$ cat src/rtl/motor_pwm_bridge.sv
// Drives 4 H-bridge pin pairs from a motor select word. Adds shared-duty PWM and a per-motor
// dead-time interlock on reversal. Define SOFT_START_EN for a per-motor soft-start duty ramp.
module motor_pwm_bridge #(
  parameter int unsigned PWM_BITS    = 8,
  parameter int unsigned DEAD_CYCLES = 64,
  parameter int unsigned RAMP_STEP   = 16
) (
  input  logic                clk,
  input  logic                rst_n,
  input  logic [7:0]          sel,
  input  logic [PWM_BITS-1:0] duty,
  output logic [7:0]          hb_out,
  output logic                pwm_tick,
  output logic [3:0]          dead_busy
);

  localparam int unsigned NumMotors = 4;
  localparam logic [15:0] DeadInit = 16'(DEAD_CYCLES - 1);
  localparam logic [PWM_BITS-1:0] CntMax = {PWM_BITS{1'b1}};
  localparam logic [PWM_BITS-1:0] CntOne = PWM_BITS'(1);

  if (DEAD_CYCLES < 1 || DEAD_CYCLES > 65535 || RAMP_STEP < 1) begin : g_param_check
    $error("motor_pwm_bridge: illegal parameter value");
  end

  typedef enum logic [1:0] {StOff, StRun, StDead} motor_st_e;

  logic [7:0]           sel_q;
  logic [PWM_BITS-1:0]  duty_q, duty_d;
  logic [PWM_BITS-1:0]  cnt_q;
  logic                 cnt_max;
  logic                 tick_q;
  logic [7:0]           hb_q, hb_d;
  motor_st_e            state_q [NumMotors];
  motor_st_e            state_d [NumMotors];
  logic [NumMotors-1:0] dir_q, dir_d;  // 1 = reverse
  logic [15:0]          dead_cnt_q [NumMotors];
  logic [15:0]          dead_cnt_d [NumMotors];
  logic [NumMotors-1:0] fwd, rev;
  logic [PWM_BITS-1:0]  cmp_duty [NumMotors];

`ifdef SOFT_START_EN
  localparam int unsigned RampW = PWM_BITS + 1;
  localparam logic [PWM_BITS:0] RampStep = RampW'(RAMP_STEP);
  logic [PWM_BITS-1:0]  eff_q [NumMotors];
  logic [PWM_BITS-1:0]  eff_d [NumMotors];
  logic [PWM_BITS:0]    ramp_sum [NumMotors];
`endif

  assign cnt_max  = (cnt_q == CntMax);
  assign hb_out   = hb_q;
  assign pwm_tick = tick_q;

  always_ff @(posedge clk or negedge rst_n) begin
    if (!rst_n) begin
      sel_q  <= '0;
      duty_q <= '0;
      cnt_q  <= '0;
      tick_q <= 1'b0;
      hb_q   <= '0;
      dir_q  <= '0;
      for (int m = 0; m < NumMotors; m++) begin
        state_q[m]    <= StOff;
        dead_cnt_q[m] <= '0;
`ifdef SOFT_START_EN
        eff_q[m]      <= '0;
`endif
      end
    end else begin
      sel_q  <= sel;
      duty_q <= duty_d;
      cnt_q  <= cnt_q + CntOne;
      tick_q <= cnt_max;  // high exactly while cnt_q == 0
      hb_q   <= hb_d;
      dir_q  <= dir_d;
      for (int m = 0; m < NumMotors; m++) begin
        state_q[m]    <= state_d[m];
        dead_cnt_q[m] <= dead_cnt_d[m];
`ifdef SOFT_START_EN
        eff_q[m]      <= eff_d[m];
`endif
      end
    end
  end

  always_comb begin
    duty_d    = cnt_max ? duty : duty_q;
    hb_d      = '0;
    dir_d     = dir_q;
    dead_busy = '0;
    for (int m = 0; m < NumMotors; m++) begin
      fwd[m]        = (sel_q[2*m +: 2] == 2'b01);
      rev[m]        = (sel_q[2*m +: 2] == 2'b10);
      state_d[m]    = state_q[m];
      dead_cnt_d[m] = dead_cnt_q[m];
      dead_busy[m]  = (state_q[m] == StDead);

      unique case (state_q[m])
        StOff: begin
          if (fwd[m] || rev[m]) begin
            state_d[m] = StRun;
            dir_d[m]   = rev[m];
          end
        end
        StRun: begin
          if (!fwd[m] && !rev[m]) begin
            state_d[m] = StOff;
          end else if (rev[m] != dir_q[m]) begin
            state_d[m]    = StDead;
            dead_cnt_d[m] = DeadInit;
          end
        end
        StDead: begin
          // Direction flips inside DEAD keep counting; only STOP abandons the count.
          if (!fwd[m] && !rev[m]) begin
            state_d[m] = StOff;
          end else if (dead_cnt_q[m] == '0) begin
            state_d[m] = StRun;
            dir_d[m]   = rev[m];
          end else begin
            dead_cnt_d[m] = dead_cnt_q[m] - 16'd1;
          end
        end
        default: state_d[m] = StOff;
      endcase

`ifdef SOFT_START_EN
      // Ramp steps on the period boundary, clipped to the duty taking effect there.
      ramp_sum[m] = {1'b0, eff_q[m]} + RampStep;
      eff_d[m]    = eff_q[m];
      if (state_d[m] == StRun && state_q[m] != StRun) begin
        eff_d[m] = '0;
      end else if (cnt_max) begin
        eff_d[m] = (ramp_sum[m] > {1'b0, duty_d}) ? duty_d : ramp_sum[m][PWM_BITS-1:0];
      end
      cmp_duty[m] = eff_q[m];
`else
      cmp_duty[m] = duty_q;
`endif

      hb_d[2*m]   = (state_q[m] == StRun) && (cnt_q < cmp_duty[m]) && !dir_q[m];
      hb_d[2*m+1] = (state_q[m] == StRun) && (cnt_q < cmp_duty[m]) && dir_q[m];
    end
  end

endmodule

$ cat config.mk
export PLATFORM = sky130hd
export DESIGN_NAME = motor_pwm_bridge
export DESIGN_NICKNAME = d
export VERILOG_FILES = /design/src/rtl/motor_pwm_bridge.sv
export SDC_FILE = /design/constraint.sdc
export NUM_CORES = 1
export LEC_CHECK = 0
export ABC_AREA = 1
export BUFFER_PORTS_ARGS = -buffer_cell sky130_fd_sc_hd__buf_4
export CAP_MARGIN = 20
export CORE_MARGIN = 3
export CORE_UTILIZATION = 40
export DETAILED_ROUTE_END_ITERATION = 8
export RECOVER_POWER = 50
export SYNTH_ARGS = -nofsm -noshare
export SYNTH_HDL_FRONTEND = slang
export SYNTH_SLANG_ARGS = --single-unit
export TNS_END_PERCENT = 50
$ cat constraint.sdc
create_clock -name clk -period 2.15 [get_ports clk]
set_input_delay 0.43 -clock clk [delete_from_list [all_inputs] [get_ports clk]]
set_output_delay 0.43 -clock clk [all_outputs]
set_load 0.01 [all_outputs]
## Yosys cells after proc, flatten, opt, wreduce, memory -nomap -nowiden

Index checks and enable logic that the tools add are counted.

- Word-level logic and storage cells: 196
- Bits in registers: 109

- Order comparisons: 1
- Reductions and logical operators: 60
- Eq/ne operators: 53
- Muxes and demuxes: 60
- Add/subtract/negate cells: 5

Operators with widths:

| kind | count |
|---|---|
| $mux 16 | 16 |
| $pmux 16 s2 | 4 |
| $logic_not 16->1 | 4 |
| $sub 16x1->16 const B | 4 |
| $mux 2 | 20 |
| $ne 2x2->1 const B | 20 |
| $pmux 2 s3 | 4 |
| $reduce_and 5->1 | 4 |
| $eq 2x1->1 const B | 8 |
| $eq 2x2->1 const B | 8 |
| $logic_and 1x1->1 | 16 |
| $reduce_and 4->1 | 4 |
| $reduce_bool 2->1 | 8 |
| $logic_not 1->1 | 12 |
| $mux 1 | 12 |
| $ne 3x1->1 const B | 4 |
| $ne 3x3->1 const B | 4 |
| $reduce_and 3->1 | 4 |
| $add 8x1->8 const B | 1 |
| $eq 8x8->1 const B | 1 |
| $logic_not 2->1 | 4 |
| $lt 8x8->1 | 1 |
| $ne 2x1->1 const B | 4 |
| $pmux 1 s2 | 4 |
| other kinds (2) | 8 |

## Depth between registers and ports, before layout

Gate-level depths: netlist of run 1.

- Word-level depth: 5
- Gate-level depth with buffers: 11
- Depth with buffers taken out: 10

## Worst setup path before layout of run 1

No wires, ideal clock.

- Path type: reg-to-reg
- Start: reg dead_cnt_q[16] (netlist name)
- End: reg dead_cnt_q[25] (netlist name)
- Setup slack: 0.645 ns
- Cell stages (with the launch flop): 11
- Period minus slack after synthesis: 1.505 ns
- Buffers on the path: 1
- Data arrival time: 1.378 ns
- Data required time: 2.024 ns
- Cell sequence: dfrtp_1 -> inv_1 -> ha_1 -> nand2_1 -> nor2_2 -> nand2_1 -> nand2_1 -> nand2_2 -> inv_2 -> buf_4 -> o21ai_0

- Longest elaborated chain between the ends: 4

RTL lines:

| item | RTL line | text |
|---|---|---|
| start, declared | 37 | `logic [15:0] dead_cnt_q [NumMotors];` |
| start signal, assigned by index | 78 | `dead_cnt_q[m] <= dead_cnt_d[m];` |
| $sub 16x1->16 | 121 | `dead_cnt_d[m] = dead_cnt_q[m] - 16'd1;` |
| $mux 16 | 117 | `end else if (dead_cnt_q[m] == '0) begin` |
| $mux 16 | 115 | `if (!fwd[m] && !rev[m]) begin` |
| $pmux 16 s2 | 98 | `unique case (state_q[m])` |

Several ways; a longest one is shown, not always the timed one. The select of a mux whose other input is x is not followed.
A chain may end at the register's enable or synchronous reset.

## Worst setup path after layout of run 1

- Start: reg dead_cnt_q[16] (netlist name)
- End: reg dead_cnt_q[26] (netlist name)

The elaborated chain is that of the path after synthesis.

==> results of run 1 <==
per-layer routing:
layer / track usage (%) / part of all wire [%]
met1: 20.8 / 49
met2: 27.2 / 47
met3: 3.87 / 3.0
met4: 4.08 / 1.5
met5: 0 / 0
how the worst max path moves through the flow:
stage,cells past startpoint,end,slack (ps)
floorplan,10,dead_cnt_q[25],650
global placement,9,dead_cnt_q[31],340
detailed placement,9,dead_cnt_q[26],280
CTS,9,dead_cnt_q[26],240
global route,10,dead_cnt_q[26],50
finish,9,dead_cnt_q[26],300
cells by family (layout without fill, tap and decap cells):
| family | after synthesis | in the layout | share of synthesized area, % |
|---|---|---|---|
| AO/OA/AOI/OAI | 49 | 49 | 4.49 |
| buffers and inverters | 108 | 150 | 7.30 |
| adder cells (fa/ha/maj) | 16 | 16 | 3.19 |
| flip-flops | 109 | 109 | 43.5 |
| XOR/XNOR | 20 | 20 | 2.79 |
| AND/OR/NAND/NOR | 585 | 585 | 38.8 |
registers in the layout, summed over array words and instances (netlist names):
register and flops:
cnt_q 8, state_q 8, sel_q 8, hb_out 8
dead_cnt_q 64, pwm_tick 1, dir_q 4, duty_q 8
Yosys cell counts (all sizes together):
cell type,instances,area [µm²]
nand2,336,1330
nor2,158,628
dfrtp,109,2730
inv,97,364
nand3,81,405
o21ai,31,155
ha,16,200
xor2,12,105
a21oi,11,73.8
xnor2,8,70.1
buf,7,78.8
or2,7,43.8
clkbuf,3,11.3
o21bai,3,22.5
o31ai,3,22.5
nand3b,2,15.0
clkinv,1,3.75
nor3b,1,7.51
o21a,1,7.51
critical path, stage by stage, from the launching register on:
cell and delay, ps:
sky130_fd_sc_hd__dfrtp_1 390, sky130_fd_sc_hd__inv_1 80, sky130_fd_sc_hd__ha_1 240, sky130_fd_sc_hd__nand2_1 120, sky130_fd_sc_hd__nor2_2 140, sky130_fd_sc_hd__nand2_1 80, sky130_fd_sc_hd__nand2_1 140, sky130_fd_sc_hd__nand2_2 170
sky130_fd_sc_hd__clkinv_2 230, sky130_fd_sc_hd__o21ai_0 130
power groups by stage:
| stage | sequential, mW | clock [mW] | combinational (mW) |
|---|---|---|---|
| 6_report | 2.86 | 1.78 | 2.76 |
| 5_1_grt | 2.92 | 1.92 | 3.21 |
| 4_1_cts | 2.86 | 1.84 | 2.83 |
| 3_5_place_dp | 2.89 | 0 | 2.81 |
| 3_3_place_gp | 2.90 | 0 | 2.77 |
| 2_1_floorplan | 2.84 | 0 | 2.16 |
repair_timing:
action                                 CTS  global route
resized for setup                        0             1
setup endpoints to repair                0             1
hold buffers                             1             0
endpoints found under the hold margin   23             0
final cells by class:
type | count | area share (%)
clock buffers | 10 | 3.40
clock inverters | 6 | 1.08
inverters | 98 | 5.25
multi-input cells | 670 | 43.9
flip-flops and latches | 109 | 38.8
well taps | 211 | 3.75
repair buffers | 36 | 3.84
==> run summary, run 1 <==
After layout, the minimum clock period comes to 1850 ps. Share of cells above drive strength 1: 9.36%. The cell count after synthesis was 887.

Dividing the detail-routed via count by the number of cells gives 4.60. The total cell area at the placement stage was 6740 µm²; the starting utilization of the core area was 41.1%. The sequential element share of the synthesized area is 43.5%, and the max-slew violation count is 0.

The path class of the tightest hold or removal check is input pin to flip-flop. 31 I/O pins were placed. The cell sitting at the root of the clock tree is a sky130_fd_sc_hd__clkbuf_16. The transition at the pin with the smallest max-transition slack was 646 ps. The number of different library cells used by synthesis comes to 29. The tools report the startpoint of the worst-slack reg-to-reg timing path as dead_cnt_q[16]. After detailed placement, the design holds a cell count of 1123. The internal power of the cells is 4.37 mW, and the number of search-and-repair iterations in the first detailed-routing pass is 4. The filler cell count was 1587; the number of port buffers was 30. The count of nets left with antenna violations once routing finished came out at 0. The run gives 17200 µm² as the die outline area.

The tools report the number of global-route vias before repair as 5055. The final weighted congestion in routability-driven placement was 0.846. Combined area of all synthesized cells: 6280 µm². The clock passes through at most 2 buffers. The power density normalized to cell area is 1050 nW/µm², and the ratio of final minimum period to clock period is 86.0%. TritonCTS created 9 clock buffers. For the number of maximum-capacitance constraint violations, the log shows 0.

The most critical setup path has its startpoint at dead_cnt_q[16]. The data required time at the worst endpoint is 2380 ps. Classification of the worst setup path: flip-flop to flip-flop. The sequential power share is 38.6%. When the netlist entered floorplanning its net count stood at 921.

Hold is met by 191 ps. Measured along the x axis, the die boundary spans 131 µm. In this run, the clock network consumes 24.0% of the power. The kind of launch point of the worst setup path was a flip-flop. Between clock sinks in the finished design, the worst skew comes to 7.44 ps. Once layout is done, the placed cells without fillers occupy 7040 µm². The average size of a mapped cell is 7.08 µm². The number of cell rows was 45. The core area was 15300 µm²; the top fanout value on the critical path was 20. Setup repair after global routing left no endpoint under its margin. The tools report the hold path startpoint as sel[0]. At the worst endpoint, the arrival time is 2080 ps.

Leaving out fill and tap cells, the most frequent cells in the layout are sky130_fd_sc_hd__nand2_1, sky130_fd_sc_hd__nor2_1, sky130_fd_sc_hd__dfrtp_1. The initial antenna violation count is 0, and the total setup buffers inserted after CTS is 0. At the end of the flow the core is filled with cells to 46.1%. The number of hold-slack violations in the final timing report came out at 0.

The proportion of total power due to net switching came out at 41.0%. Summing over every cut layer, the via total after detailed routing is 5246. The worst register-to-register path ends at dead_cnt_q[26]. Global routing used 16.1% of the available tracks.

The first global-routing pass estimated 23300 µm of wire. Timing analysis after detailed placement gives a worst setup slack of 282 ps. The detailed router finished its first iteration with 281 violations.

The maximum number of pins on one net before global-route repair was 48; the number of cells on the worst hold path was 1. The library cell used most frequently in the layout, excluding fill and tap cells, is sky130_fd_sc_hd__nand2_1. The share of total power dissipated in combinational logic is 37.4%. Timing would allow up to 0.541 GHz.

The total design power is 7.40 mW, and the final worst setup slack is 300 ps. The vertical die dimension works out to 131 µm. The clock net in this run drives a total of 109 sinks.

Switching power of the nets: 3.03 mW. Setup violations remaining at the end of the flow were counted as 0. For this run, design rule violations remaining after detail routing come to 0. STA classifies the critical path endpoint as a flip-flop.

TritonCTS built the clock tree. Across the VDD grid, the largest voltage drop is 523 µV. For the total area of multi-input combinational cells, the log shows 3090 µm².

The finished layout holds 1140 standard cells, fillers aside. The relative slew slack is 56.9%. For the number of warnings issued by yosys, the log shows 0. Worst min-delay path endpoint: sel_q[0]. The H-tree was split into 3 levels. Summed over all nets, the half-perimeter wirelength after detailed placement is 9430 µm.

For the final routed database, the setup TNS stands at 0 ps. For the worst flop-to-flop path, the logic depth is 9. Counting flops and latches in the post-synthesis netlist gives 109. The logs give 2730 µm² for the register area and 300 ps for the register-to-register setup slack. At the end of the flow, the number of nets in the layout was 958.

At the later pin of the worst-skew pair, clock insertion delay measures 360 ps. The tools report the cell leakage power as 3.66 nW. The final layout contains routed wiring with a total length of 12900 µm. Overall overflow remaining after global route: 0. The run finished with clean final reports. The tools report the diode insertion count for antenna repair as 0.

In the final routed layout, each cell accounts on average for 11.3 µm. The layout-stage area growth over the synthesis result is 12.1%, and the post-CTS clock slew at the launch and capture registers of the worst setup and hold paths is 80 ps.
Power figures use the tool's default switching activity.
==> inputs of run 2 (changes only) <==
- REMOVE_ABC_BUFFERS: default -> 1
==> run 2 against run 1 <==
The flow now finishes with violations (max-capacitance violations, max-slew violations). Core utilization fell by 0.12 points. Combinational power barely moved. Critical endpoint unchanged. Design area fell by 0.27%. Largest cell class unchanged. Highest routed layer unchanged. Non-clock buffer count fell by 1. Fmax rose by 0.51%.
==> run summary, run 2 (synthesized netlist as in run 1, its figures left out) <==
Counting along the longest clock path gives a buffer depth of 2. The final core utilization was 46.0%; the post-DP HPWL was 9400 µm. At the worst endpoint, the arrival time is 2070 ps. The final-stage net count was 957; the summed negative setup slack over all endpoints was 0 ps. Across every metal layer, demand over resource in global routing totals 15.9%. The checks that failed: max-capacitance violations, max-slew violations. The floorplan has 45 rows. Counting every sink on the clock net gives 109. Kind of end point of the critical path: a flip-flop. The first global-routing pass estimated 23000 µm of wire. Dividing the detail-routed via count by the number of cells gives 4.50. From bottom edge to top edge, the die measures 131 µm.

Once the floorplan was initialized, standard cells occupied 41.1% of the core. The largest register by flop count is dead_cnt_q. The max-slew violation count is 28, and the number of buffers added to fix hold violations after cts is 0. In the layout the commonest cells are sky130_fd_sc_hd__nand2_1, sky130_fd_sc_hd__nor2_1, sky130_fd_sc_hd__dfrtp_1. The data required time at the worst endpoint came out at 2380 ps. VDD sags by at most 478 µV. The final setup violation count is 0, and the final weighted congestion in routability-driven placement is 0.872.

The initial antenna violation count is 0, and the maximum number of pins on one net before global-route repair is 48. After detailed routing, the average wire length per cell comes to 11.4 µm. The worst hold path belongs to the class input pin to flip-flop. The repair_antennas step left the layout with diodes totalling 0. Cells with a size suffix above 1 make up 9.27% of the layout.

The clock reaches the later pin of the worst-skew pair after 360 ps. The top fanout value on the critical path is 20, and the number of DRC violations after detailed routing is 0. The ratio of final minimum period to clock period is 85.6%, and the layout-stage area growth over the synthesis result is 11.8%. The cell sitting at the root of the clock tree is a sky130_fd_sc_hd__clkbuf_16. After clock tree synthesis, the clock-pin slew on the worst setup and hold paths is 80 ps. The worst pin sits at a relative slew slack of -13.5%. The run gives 0 as the number of hold-slack violations in the final timing report. The flip-flop count of the largest register, all copies and words added came out at 64. In this run the static leakage power is 3.64 nW. Clock skew on the completed layout was measured at 8.08 ps. Once detail routing completed, the nets flagged for antenna violations numbered 0.

Setup repair after global routing left no endpoint under its margin. At the pin with the least slew margin, the transition time is 1700 ps. The master of the slowest instance on the critical path is sky130_fd_sc_hd__dfrtp_1.

The number of global-route vias before repair was 4955. In this run the horizontal extent of the chip is 131 µm. For this run, the top clock speed supported by timing is 0.543 GHz. For this block, the via count after detailed routing is 5130. The tools report the first-iteration detailed-routing DRC count as 320.

TritonCTS built the clock tree. The number of port buffers came out at 30. The logs give 15300 µm² for the core area and 1 for the number of maximum-capacitance constraint violations. The flow ran to the end, but the final reports show violations. The die covers 17200 µm². Counting the buffers created by CTS gives 9. The power density normalized to cell area was 1030 nW/µm². The total detailed-routing wirelength was 12900 µm. Subtracting the final worst setup slack from the clock period gives 1840 ps. Walking the worst path, the cells encountered are inv_1 -> ha_1 -> nand2_1 -> nor2_2 -> nand2_1 -> nand2_1 -> nand2_2 -> clkinv_2 -> nand2_1 -> o21ai_0.

The first TritonRoute pass finished after 4 iterations. STA classifies the critical path startpoint as a flip-flop. The critical path in this run is classified as flip-flop to flip-flop.

In this run the number of H-tree levels came out at 3. On the worst path, the slowest cell contributes a delay of 360 ps. For the overall overflow remaining after global route, the log shows 0. For this design the top-level I/O count stands at 31.

The commonest non-fill, non-tap cell in the layout was sky130_fd_sc_hd__nand2_1. In this design, the critical path's most frequently occurring cell is sky130_fd_sc_hd__nand2_1.
==> run 2: through the flow <==
step / instance area (µm²) / setup slack [ps] / power (mW) / hold slack, ps / std cells
floorplan: 6190 / 540 / 4.87 / 134 / 877
global placement: 6740 / 343 / 5.67 / 395 / 1123
detailed placement: 6740 / 271 / 5.72 / 395 / 1123
CTS: 7020 / 237 / 7.39 / 4.81 / 1139
global route: 7020 / 34.8 / 7.91 / 168 / 1139
finish: 7020 / 310 / 7.26 / 193 / 1139
==> run 2: cell type report <==
type                    count  area, µm²
clock buffers               9        225
clock inverters             7       57.6
flip-flops and latches    109       2730
well taps                 211        264
multi-input cells         670       3090
repair buffers             35        284
fillers                  1542       8240
inverters                  98        369
==> run 2: worst max-delay path: cells and delay by family (launching register included) <==
kind	cells	cell delay, ps
AO/OA/AOI/OAI	1	80
AND/OR/NAND/NOR	6	670
flip-flops	1	360
buffers and inverters	2	340
adder cells (fa/ha/maj)	1	250
==> run 2: per-layer routing <==
layer  vias up  GRT usage, %  part of all wire [%]
met5         -             0                     0
met4         0          4.61                   1.7
met3        13          4.25                   2.8
met2        54          25.3                    45
met1      2254          21.5                    51
li1       2809             -                     -
==> run 2: timing repair <==
item                                    in CTS  in global routing
hold endpoints to repair                     0                  0
gates resized for setup                      0                  1
endpoints found under the setup margin       0                  5
setup buffers                                0                  0
==> run 2: worst paths after layout <==
kind	cells after the start	slack (ps)	end	from
hold reg to reg	1	480	cnt_q[0]	cnt_q[0]
hold / removal	1	190	sel_q[2]	sel[2]
setup reg to reg	10	310	dead_cnt_q[26]	dead_cnt_q[16]
setup / recovery	10	310	dead_cnt_q[26]	dead_cnt_q[16]
min in group asynchronous	1	510	dead_cnt_q[50]	rst_n
max in group asynchronous	1	660	dead_cnt_q[47]	rst_n
==> run 2: where the power goes <==
group | switching, mW | internal [mW]
clock network | 0.816 | 0.803
logic | 1.84 | 0.927
registers | 0.393 | 2.49
